`src/rtl/fft_16_frame_unpacker.sv`:
```
// fft_16_frame_unpacker
// Captures 16-point complex frames from the 4-lane FFT output (4 beats x 4 lanes)
// into a two-bank ping-pong buffer and replays each frame as a serial valid/ready
// stream with sample index and last markers. Full buffers drop whole frames,
// because the FFT upstream cannot be stalled.
// Optional build macro: FFT_UNPACK_BITREV_EN -- replay frames in bit-reversed
// address order, so a bit-reversed FFT output leaves here in natural order.
module fft_16_frame_unpacker #(
    parameter int DATA_W = 8
) (
    input  logic              clk,
    input  logic              rst_in,
    input  logic [DATA_W-1:0] x_a_in,
    input  logic [DATA_W-1:0] x_b_in,
    input  logic [DATA_W-1:0] x_c_in,
    input  logic [DATA_W-1:0] x_d_in,
    input  logic [DATA_W-1:0] y_a_in,
    input  logic [DATA_W-1:0] y_b_in,
    input  logic [DATA_W-1:0] y_c_in,
    input  logic [DATA_W-1:0] y_d_in,
    input  logic              ctrl_in,
    output logic [DATA_W-1:0] x_out,
    output logic [DATA_W-1:0] y_out,
    output logic [3:0]        idx_out,
    output logic              valid_out,
    input  logic              ready_in,
    output logic              last_out,
    output logic              overflow_out,
    output logic              frame_err_out
);

    localparam int SW = 2 * DATA_W;

    typedef enum logic [1:0] {B_EMPTY, B_FILLING, B_FULL} bank_st_t;
    typedef enum logic {W_IDLE, W_FILL} w_st_t;
    typedef enum logic {R_IDLE, R_SEND} r_st_t;

    // Replay address for output sample n.
    function automatic logic [3:0] rd_map(input logic [3:0] n);
`ifdef FFT_UNPACK_BITREV_EN
        return {n[0], n[1], n[2], n[3]};
`else
        return n;
`endif
    endfunction

    // Write side state
    w_st_t       w_state_q, w_state_d;
    logic [1:0]  beat_q, beat_d;
    logic        w_bank_q, w_bank_d;
    bank_st_t    bank_st_q [2];
    bank_st_t    bank_st_d [2];

    // Read side state and output register
    r_st_t       r_state_q, r_state_d;
    logic        r_bank_q, r_bank_d;
    logic [3:0]  idx_q, idx_d;
    logic        last_q, last_d;
    logic [DATA_W-1:0] x_q, x_d, y_q, y_d;

    // Control between the two sides
    logic        wr_en;
    logic        wr_bank;
    logic [1:0]  wr_beat;
    logic        release_en;
    logic        ld_en;
    logic        ld_bank;
    logic [3:0]  ld_n;
    logic        go_idle;
    logic [1:0]  free_now;
    logic        overflow;
    logic        frame_err;

    // Buffer read path
    logic [SW-1:0] lane_wdata [4];
    logic [SW-1:0] lane_rd    [4];
    logic [3:0]    rd_k;
    logic [2:0]    rd_row;
    logic [SW-1:0] rd_word;

    assign lane_wdata[0] = {x_a_in, y_a_in};
    assign lane_wdata[1] = {x_b_in, y_b_in};
    assign lane_wdata[2] = {x_c_in, y_c_in};
    assign lane_wdata[3] = {x_d_in, y_d_in};

    assign rd_k   = rd_map(ld_n);
    assign rd_row = {ld_bank, rd_k[3:2]};

    // One small memory per lane, row = {bank, beat}; a whole beat lands in one cycle.
    for (genvar gi = 0; gi < 4; gi++) begin : g_lane
        logic [SW-1:0] mem_q [8];

        // Lane storage write; contents need no reset since bank state gates reads.
        always_ff @(posedge clk) begin
            if (wr_en) begin
                mem_q[{wr_bank, wr_beat}] <= lane_wdata[gi];
            end
        end

        assign lane_rd[gi] = mem_q[rd_row];
    end

    // A bank counts as free if empty, or if its last sample is handed off this cycle.
    for (genvar gi = 0; gi < 2; gi++) begin : g_free
        assign free_now[gi] = (bank_st_q[gi] == B_EMPTY) ||
                              (release_en && (r_bank_q == 1'(gi)));
    end

    // Read FSM: choose the bank to replay and the next sample to load.
    always_comb begin
        r_state_d  = r_state_q;
        r_bank_d   = r_bank_q;
        idx_d      = idx_q;
        last_d     = last_q;
        ld_en      = 1'b0;
        ld_bank    = r_bank_q;
        ld_n       = 4'd0;
        release_en = 1'b0;
        go_idle    = 1'b0;
        case (r_state_q)
            R_IDLE: begin
                // At most one bank can be FULL while idle; lower index wins a tie.
                if (bank_st_q[0] == B_FULL) begin
                    ld_en   = 1'b1;
                    ld_bank = 1'b0;
                end else if (bank_st_q[1] == B_FULL) begin
                    ld_en   = 1'b1;
                    ld_bank = 1'b1;
                end
                if (ld_en) begin
                    r_state_d = R_SEND;
                    r_bank_d  = ld_bank;
                    idx_d     = 4'd0;
                    last_d    = 1'b0;
                end
            end
            R_SEND: begin
                if (ready_in) begin
                    if (idx_q == 4'd15) begin
                        release_en = 1'b1;
                        // The other bank, if FULL, is necessarily the next-oldest frame.
                        if (bank_st_q[~r_bank_q] == B_FULL) begin
                            ld_en    = 1'b1;
                            ld_bank  = ~r_bank_q;
                            r_bank_d = ~r_bank_q;
                        end else begin
                            r_state_d = R_IDLE;
                            go_idle   = 1'b1;
                        end
                        idx_d  = 4'd0;
                        last_d = 1'b0;
                    end else begin
                        ld_en  = 1'b1;
                        ld_n   = idx_q + 4'd1;
                        idx_d  = ld_n;
                        last_d = (ld_n == 4'd15);
                    end
                end
            end
            default: r_state_d = R_IDLE;
        endcase
    end

    // Output data register: load a new sample, clear when going idle, else hold.
    always_comb begin
        rd_word = lane_rd[rd_k[1:0]];
        x_d     = x_q;
        y_d     = y_q;
        if (ld_en) begin
            x_d = rd_word[SW-1:DATA_W];
            y_d = rd_word[DATA_W-1:0];
        end else if (go_idle) begin
            x_d = '0;
            y_d = '0;
        end
    end

    // Write FSM and bank bookkeeping.
    always_comb begin
        w_state_d = w_state_q;
        beat_d    = beat_q;
        w_bank_d  = w_bank_q;
        bank_st_d = bank_st_q;
        wr_en     = 1'b0;
        wr_bank   = w_bank_q;
        wr_beat   = beat_q;
        overflow  = 1'b0;
        frame_err = 1'b0;
        if (release_en) begin
            bank_st_d[r_bank_q] = B_EMPTY;
        end
        case (w_state_q)
            W_IDLE: begin
                if (ctrl_in) begin
                    if (free_now[0] || free_now[1]) begin
                        wr_bank   = free_now[0] ? 1'b0 : 1'b1;
                        w_bank_d  = wr_bank;
                        wr_en     = 1'b1;
                        wr_beat   = 2'd0;
                        beat_d    = 2'd1;
                        w_state_d = W_FILL;
                        bank_st_d[wr_bank] = B_FILLING;
                    end else begin
                        overflow = 1'b1;
                    end
                end
            end
            W_FILL: begin
                wr_en = 1'b1;
                if (ctrl_in) begin
                    // A new frame start mid-frame: abandon the partial frame, reuse the bank.
                    frame_err = 1'b1;
                    wr_beat   = 2'd0;
                    beat_d    = 2'd1;
                end else begin
                    wr_beat = beat_q;
                    beat_d  = beat_q + 2'd1;
                    if (beat_q == 2'd3) begin
                        bank_st_d[w_bank_q] = B_FULL;
                        w_state_d           = W_IDLE;
                    end
                end
            end
            default: w_state_d = W_IDLE;
        endcase
    end

    // State registers with asynchronous reset.
    always_ff @(posedge clk or posedge rst_in) begin
        if (rst_in) begin
            w_state_q <= W_IDLE;
            beat_q    <= 2'd0;
            w_bank_q  <= 1'b0;
            for (int i = 0; i < 2; i++) begin
                bank_st_q[i] <= B_EMPTY;
            end
            r_state_q <= R_IDLE;
            r_bank_q  <= 1'b0;
            idx_q     <= 4'd0;
            last_q    <= 1'b0;
            x_q       <= '0;
            y_q       <= '0;
        end else begin
            w_state_q <= w_state_d;
            beat_q    <= beat_d;
            w_bank_q  <= w_bank_d;
            bank_st_q <= bank_st_d;
            r_state_q <= r_state_d;
            r_bank_q  <= r_bank_d;
            idx_q     <= idx_d;
            last_q    <= last_d;
            x_q       <= x_d;
            y_q       <= y_d;
        end
    end

    assign x_out         = x_q;
    assign y_out         = y_q;
    assign idx_out       = idx_q;
    assign last_out      = last_q;
    assign valid_out     = (r_state_q == R_SEND);
    assign overflow_out  = overflow;
    assign frame_err_out = frame_err;

endmodule

```
`config.mk`:
```
export PLATFORM = sky130hd
export DESIGN_NAME = fft_16_frame_unpacker
export DESIGN_NICKNAME = d
export VERILOG_FILES = /design/src/rtl/fft_16_frame_unpacker.sv
export SDC_FILE = /design/constraint.sdc
export NUM_CORES = 1
export LEC_CHECK = 0
export BUFFER_PORTS_ARGS = -buffer_cell sky130_fd_sc_hd__buf_2
export CAP_MARGIN = 20
export CORE_UTILIZATION = 30
export DETAILED_ROUTE_END_ITERATION = 16
export RECOVER_POWER = 25
export SLEW_MARGIN = 40
export SYNTH_ARGS = -nofsm -noshare
export SYNTH_HDL_FRONTEND = slang
export SYNTH_SLANG_ARGS = --single-unit
```
`constraint.sdc`:
```
create_clock -name clk -period 8.9 [get_ports clk]
set_input_delay 1.78 -clock clk [delete_from_list [all_inputs] [get_ports clk]]
set_output_delay 1.78 -clock clk [all_outputs]
set_load 0.1 [all_outputs]
```
Word level (Yosys, flattened, before mapping)
Memory sizes are Yosys's and may differ from the RTL's.
Cells that the tools add are included.

storage, ports and cells
  output and inout port bits = 24
  memories = 4
  memory bits (writable) = 512
  word-level logic and storage cells = 145
  bits in registers = 31

cells by class
  reductions and logical operators = 13
  order comparisons = 8
  $add $sub $neg = 2
  eq/ne operators = 10
  mux-type cells = 81
  bitwise logic cells = 16

memory list
  name             words  bits a word  read ports  clocked after Yosys merged registers in  wr ports  line  source
  g_lane[0].mem_q  8      16           1           0                                        1         91    logic [SW-1:0] mem_q [8];
  g_lane[1].mem_q  8      16           1           0                                        1         91
  g_lane[2].mem_q  8      16           1           0                                        1         91
  g_lane[3].mem_q  8      16           1           0                                        1         91

operator list
  kind                                                                           number
  4-bit two-way mux                                                              10
  1-bit two-way mux                                                              39
  16-bit binary-select mux with 2-bit select                                     1
  16-bit two-way mux                                                             2
  2-bit two-way mux                                                              12
  8-bit two-way mux                                                              3
  4-bit case mux with 2 select lines                                             2
  1-bit case mux with 2 select lines                                             7
  2-bit == test (second input constant)                                          4
  4-bit == test (second input constant)                                          2
  2-bit >= comparator (second input constant)                                    4
  2-bit inequality test (second input constant)                                  4
  1-bit NOT with 2-bit output                                                    4
  2-bit case mux with 2 select lines                                             2
  2-bit demux with 1-bit select                                                  3
  2-bit by 1-bit less-than comparator with 1-bit output (second input constant)  3
  1-bit logical AND                                                              5
  4-bit by 1-bit adder with 4-bit output (second input constant)                 1
  2-bit bitwise AND                                                              2
  4-bit bitwise AND                                                              1
  2-bit logical NOT                                                              2
  2-bit NOT                                                                      2
  4-bit NOT                                                                      1
  2-bit bitwise OR                                                               2
  other kinds (7)                                                                12

Depth between registers and ports, before layout
  depth in word-level cells = 17
  gate-level depth with buffers = 11
  gate-level depth less buffers = 9

Worst setup path before layout
OpenSTA, ideal clock, no wires.

  kind = input to register
  start = input port ctrl_in
  end = memory g_lane[0].mem_q[2][0] (netlist name), enable pin
  stages on the path = 1
  data arrival time = 8374 ps
  buffers on the path = 0
  path slack = -140 ps
  cells stage by stage = nor4b_1

on the way
  word-level cells in the longest chain between the ends = 4

ends and longest elaborated chain
  item                                     line  source
  start: declaration                       21    input logic ctrl_in,
  1-bit two-way mux                        194   if (ctrl_in) begin
  1-bit case mux with 2 select lines       192   case (w_state_q)
  1-bit two-way mux                        95    if (wr_en) begin
  1-bit two-way mux (not written as such)  96    mem_q[{wr_bank, wr_beat}] <= lane_wdata[gi];
  end: declaration                         91

Parallel ways exist; a longest one is shown, timed or not.

Final worst setup path
  start = input port ready_in
  end = output port overflow_out

on the way
  word-level cells in the longest chain between the ends = 8

ends and longest elaborated chain
  item                 line  source
  start: declaration   26    input logic ready_in,
  1-bit two-way mux *  138   if (ready_in) begin
  1-bit two-way mux *  120   case (r_state_q)
  1-bit logical AND    106   (release_en && (r_bank_q == 1'(gi)));
  1-bit logical OR     105   assign free_now[gi] = (bank_st_q[gi] == B_EMPTY) ||
  1-bit logical OR *   195   if (free_now[0] || free_now[1]) begin
  1-bit two-way mux *  195
  1-bit two-way mux *  194
  1-bit two-way mux *  192
  end: declaration     28    output logic overflow_out,

Mark *: on every way between the ends. The rest lies on a longest branch, timed or not.

==> run summary <==
The peak supply drop came out at 0.302 mV. Setup total negative slack on the finished layout was measured at 0 ns. The arrival time at the worst endpoint came out at 3.15 ns.

The fraction of layout instances using a drive strength above 1 is 10.3%. Max-cap violations in this run came to 0. The achievable frequency came out at 203 MHz. In the final routed layout, each cell accounts on average for 22.2 um.

The count of filler cells inserted in the layout is 6,850. The clock latency at the later pin of the worst-skew pair came out at 0.61 ns. The signal on the critical path passes through buf_2 > nand2_1 > nor2_1 > or3_1 > nor2_1 > buf_2. The startpoint class of the critical path is a primary input. Counting flops with an async set or reset pin after synthesis yields a share of 5.71%. The unique cell type count in the Yosys netlist is 46.

Setup violations remaining at the end of the flow were counted as 0. After clock tree synthesis, the flow added hold-fix buffers numbering 0. At the pin with the least slew margin, the transition time is 0.893 ns. For this run, the share of the core covered by cells in the final layout is 34.7%. The final clock period utilization by the worst path came out at 55.4%. In the routed layout, each cell is associated on average with a via count of 5.10.

The number of enable-type register cells in the synthesized netlist is 512. Data on the critical path is required at its endpoint by 7.12 ns. The core footprint is 71,500 um2. The DRC violation count after routing came out at 0.

Counting tap cells, the placed design contains a total of 2,548 instances. The number of buffers inserted to repair setup after CTS is 0. CTS built an H-tree with a depth of 2. Summed over all cells, the static leakage comes to 8.56 nW.

The number of clock buffers added by TritonCTS is 55. The run finished with clean final reports. The total power came out at 7.91 mW. The slowest stage of the critical path belongs to the cell sky130_fd_sc_hd__buf_2. The combined flip-flop and latch cell area came out at 16,200 um2. The pin count of the biggest net entering global routing is 169. The global-route congestion overflow total is 0. The half-perimeter wire length of the detailed placement result is 31,700 um.

The routed layout has 13,500 vias. The number of warnings reported in the yosys synthesis log is 0. The total number of clock tree sinks is 543.

The delay contributed by the slowest stage of the critical path came out at 0.44 ns. The clock transition at the register clock pins on the worst setup and hold paths after CTS is 0.06 ns. Summing all multi-input logic gate instances after layout gives 5060 um2. Compared with the post-synthesis result, the final layout area differs by 14.4%.

The cell sitting at the root of the clock tree is a sky130_fd_sc_hd__clkbuf_16. The net count of the mapped netlist came out at 1,649. The die extent in x came out at 271 um. The final routed wirelength across all metal layers is 58,700 um. The critical path is of the primary input to output port type.

The number of nets with antenna violations after detailed routing is 0. Across every metal layer, demand over resource in global routing totals 15.8%. The clock period could shrink to 4.93 ns. The number of hold-slack violations in the final timing report was 0.

The number of top-level pins is 92. Measured along the y axis, the die boundary spans 271 um. The die covers 73,400 um2. The pre-antenna-repair detailed-routing pass consisted of 5 iterations. The number of standard cells after synthesis is 1,578. The number of global-route vias before repair is 13,300. The post-route cell area is 24,800 um2. The mean cell area of the mapped netlist came out at 13.8 um2. The peak fanout along the critical path is 7. The first-pass GRT wire length is 86,400 um. The top flip-flop cell by instance count after synthesis is sky130_fd_sc_hd__edfxtp_1. After the first detailed-routing iteration, the DRC count stood at 1,160. Setup repair after global routing left no endpoint under its margin. Post-CTS repair changed the size of 0 cells. Power spread over the standard cell area amounts to 319 nW/um2.

The number of buffers on the longest clock path is 3. The TritonCTS clock tree is built. The worst hold path belongs to the class flip-flop to flip-flop.

The count of port buffers added during placement came out at 91. The global placement routability congestion came out at 0.774. Of the synthesized area, sequential elements account for 74.4%. The post-synthesis instance area is 21,700 um2.

The setup slack after layout came out at 3.97 ns. The setup clock skew after layout is 0.0222 ns. At the end of the flow, the number of nets in the layout was 1,727. The final max-slew violation count came out at 0. For this configuration, the core starts out at a cell density of 30.4%.

The final instance count without filler cells came out at 2,652. After floorplanning, the core was divided into 98 placement rows. The worst slew margin relative to its limit is 40.4%.

The number of antenna violations at the first check in global routing was 15. In this run, synthesis produced a sequential element count of 543. The placement-stage worst setup slack is 3.60 ns. The worst setup path is captured at an output port. The instance area at placement is 23,200 um2. On the final layout, the worst hold slack is 0.512 ns.
==> registers in the layout, indices dropped and copies added (netlist names) <==
signal        flops
g_lane.mem_q    512
x_out             8
y_out             8
bank_st_q         4
idx_out           4
beat_q            2
last_out          1
r_bank_q          1
valid_out         1
w_bank_q          1
w_state_q         1
==> critical path, delay by kind of cell <==
family,cells,cell delay (ns)
buffers and inverters,2,0.58
and+or+nand+nor,4,0.79
==> cells in the final DEF (no fill, tap or decap), types with 18 or more instances in the layout <==
cell                        instances
sky130_fd_sc_hd__mux2i_1           32
sky130_fd_sc_hd__nand2_1          424
sky130_fd_sc_hd__a211oi_1          49
sky130_fd_sc_hd__nand3_1           37
sky130_fd_sc_hd__buf_4             25
sky130_fd_sc_hd__clkbuf_1          55
sky130_fd_sc_hd__a31oi_1           66
sky130_fd_sc_hd__o21ai_0           36
sky130_fd_sc_hd__buf_2             49
sky130_fd_sc_hd__clkinv_1          18
sky130_fd_sc_hd__edfxtp_1         512
sky130_fd_sc_hd__a21oi_1           56
sky130_fd_sc_hd__a311oi_1          46
sky130_fd_sc_hd__and3_1            80
sky130_fd_sc_hd__dfrtp_1           31
sky130_fd_sc_hd__clkbuf_16         55
==> area by class of cell <==
cell class	count	share of cell area, %
Antenna cell	1	0.0101
Clock buffer	69	5.79
Clock inverter	33	0.957
Inverter	6	0.0907
Multi-Input combinational cell	924	20.4
Sequential cell	543	65.0
Tap cell	950	4.79
Timing Repair Buffer	126	2.97
==> layer usage <==
layer	GRT usage [%]	up-vias	wire, um
li1	-	6130	-
met1	21.2	6822	25300
met2	25.0	452	27500
met3	4.07	105	4510
met4	4.37	22	1360
met5	0	-	143
==> worst paths after layout <==
path / depth (start not counted) / slack, ns / start / to
setup reg to reg: 10 / 4.79 / idx_out[0] / x_out[7]
setup / recovery: 6 / 3.97 / ready_in / overflow_out
max in group asynchronous: 3 / 7.24 / rst_in / x_out[3]
min in group asynchronous: 3 / 1.28 / rst_in / idx_out[3]
hold reg to reg: 1 / 0.51 / last_out / last_out
hold / removal: 1 / 0.51 / last_out / last_out
==> cells in the mapped netlist (all sizes together), types with 4 or more instances <==
cell type | count | share of area [%]
nand3 | 37 | 0.85
clkbuf | 52 | 0.90
nor2 | 16 | 0.39
buf | 53 | 1.6
a211oi | 49 | 1.7
a221oi | 15 | 0.61
and3 | 81 | 2.4
a22oi | 5 | 0.17
dfrtp | 31 | 3.6
a311oi | 46 | 1.9
nand2b | 5 | 0.14
edfxtp | 512 | 71
o21ai | 37 | 0.85
and4 | 4 | 0.16
nand2 | 425 | 7.4
a22o | 15 | 0.61
nor3 | 7 | 0.16
mux2i | 32 | 1.5
inv | 6 | 0.10
a31oi | 66 | 1.9
a21oi | 56 | 1.3
==> report_power, final <==
part,switching [mW],total (mW),internal [mW],leakage [nW]
clock network,0.943,2.17,1.23,0.812
registers,0.156,3.42,3.26,5.04
logic,1.71,2.32,0.611,2.71
==> logic make-up after synthesis <==
kind of cell / count (synthesis) / synth area share, %
AND/OR/NAND/NOR: 590 / 12.0
AO/OA/AOI/OAI: 298 / 9.33
buffers and inverters: 111 / 2.57
adder cells (fa/ha/maj): 3 / 0.173
XOR/XNOR: 1 / 0.0750
multiplexers: 32 / 1.48
flip-flops: 543 / 74.4
Power figures use the tool's default switching activity.
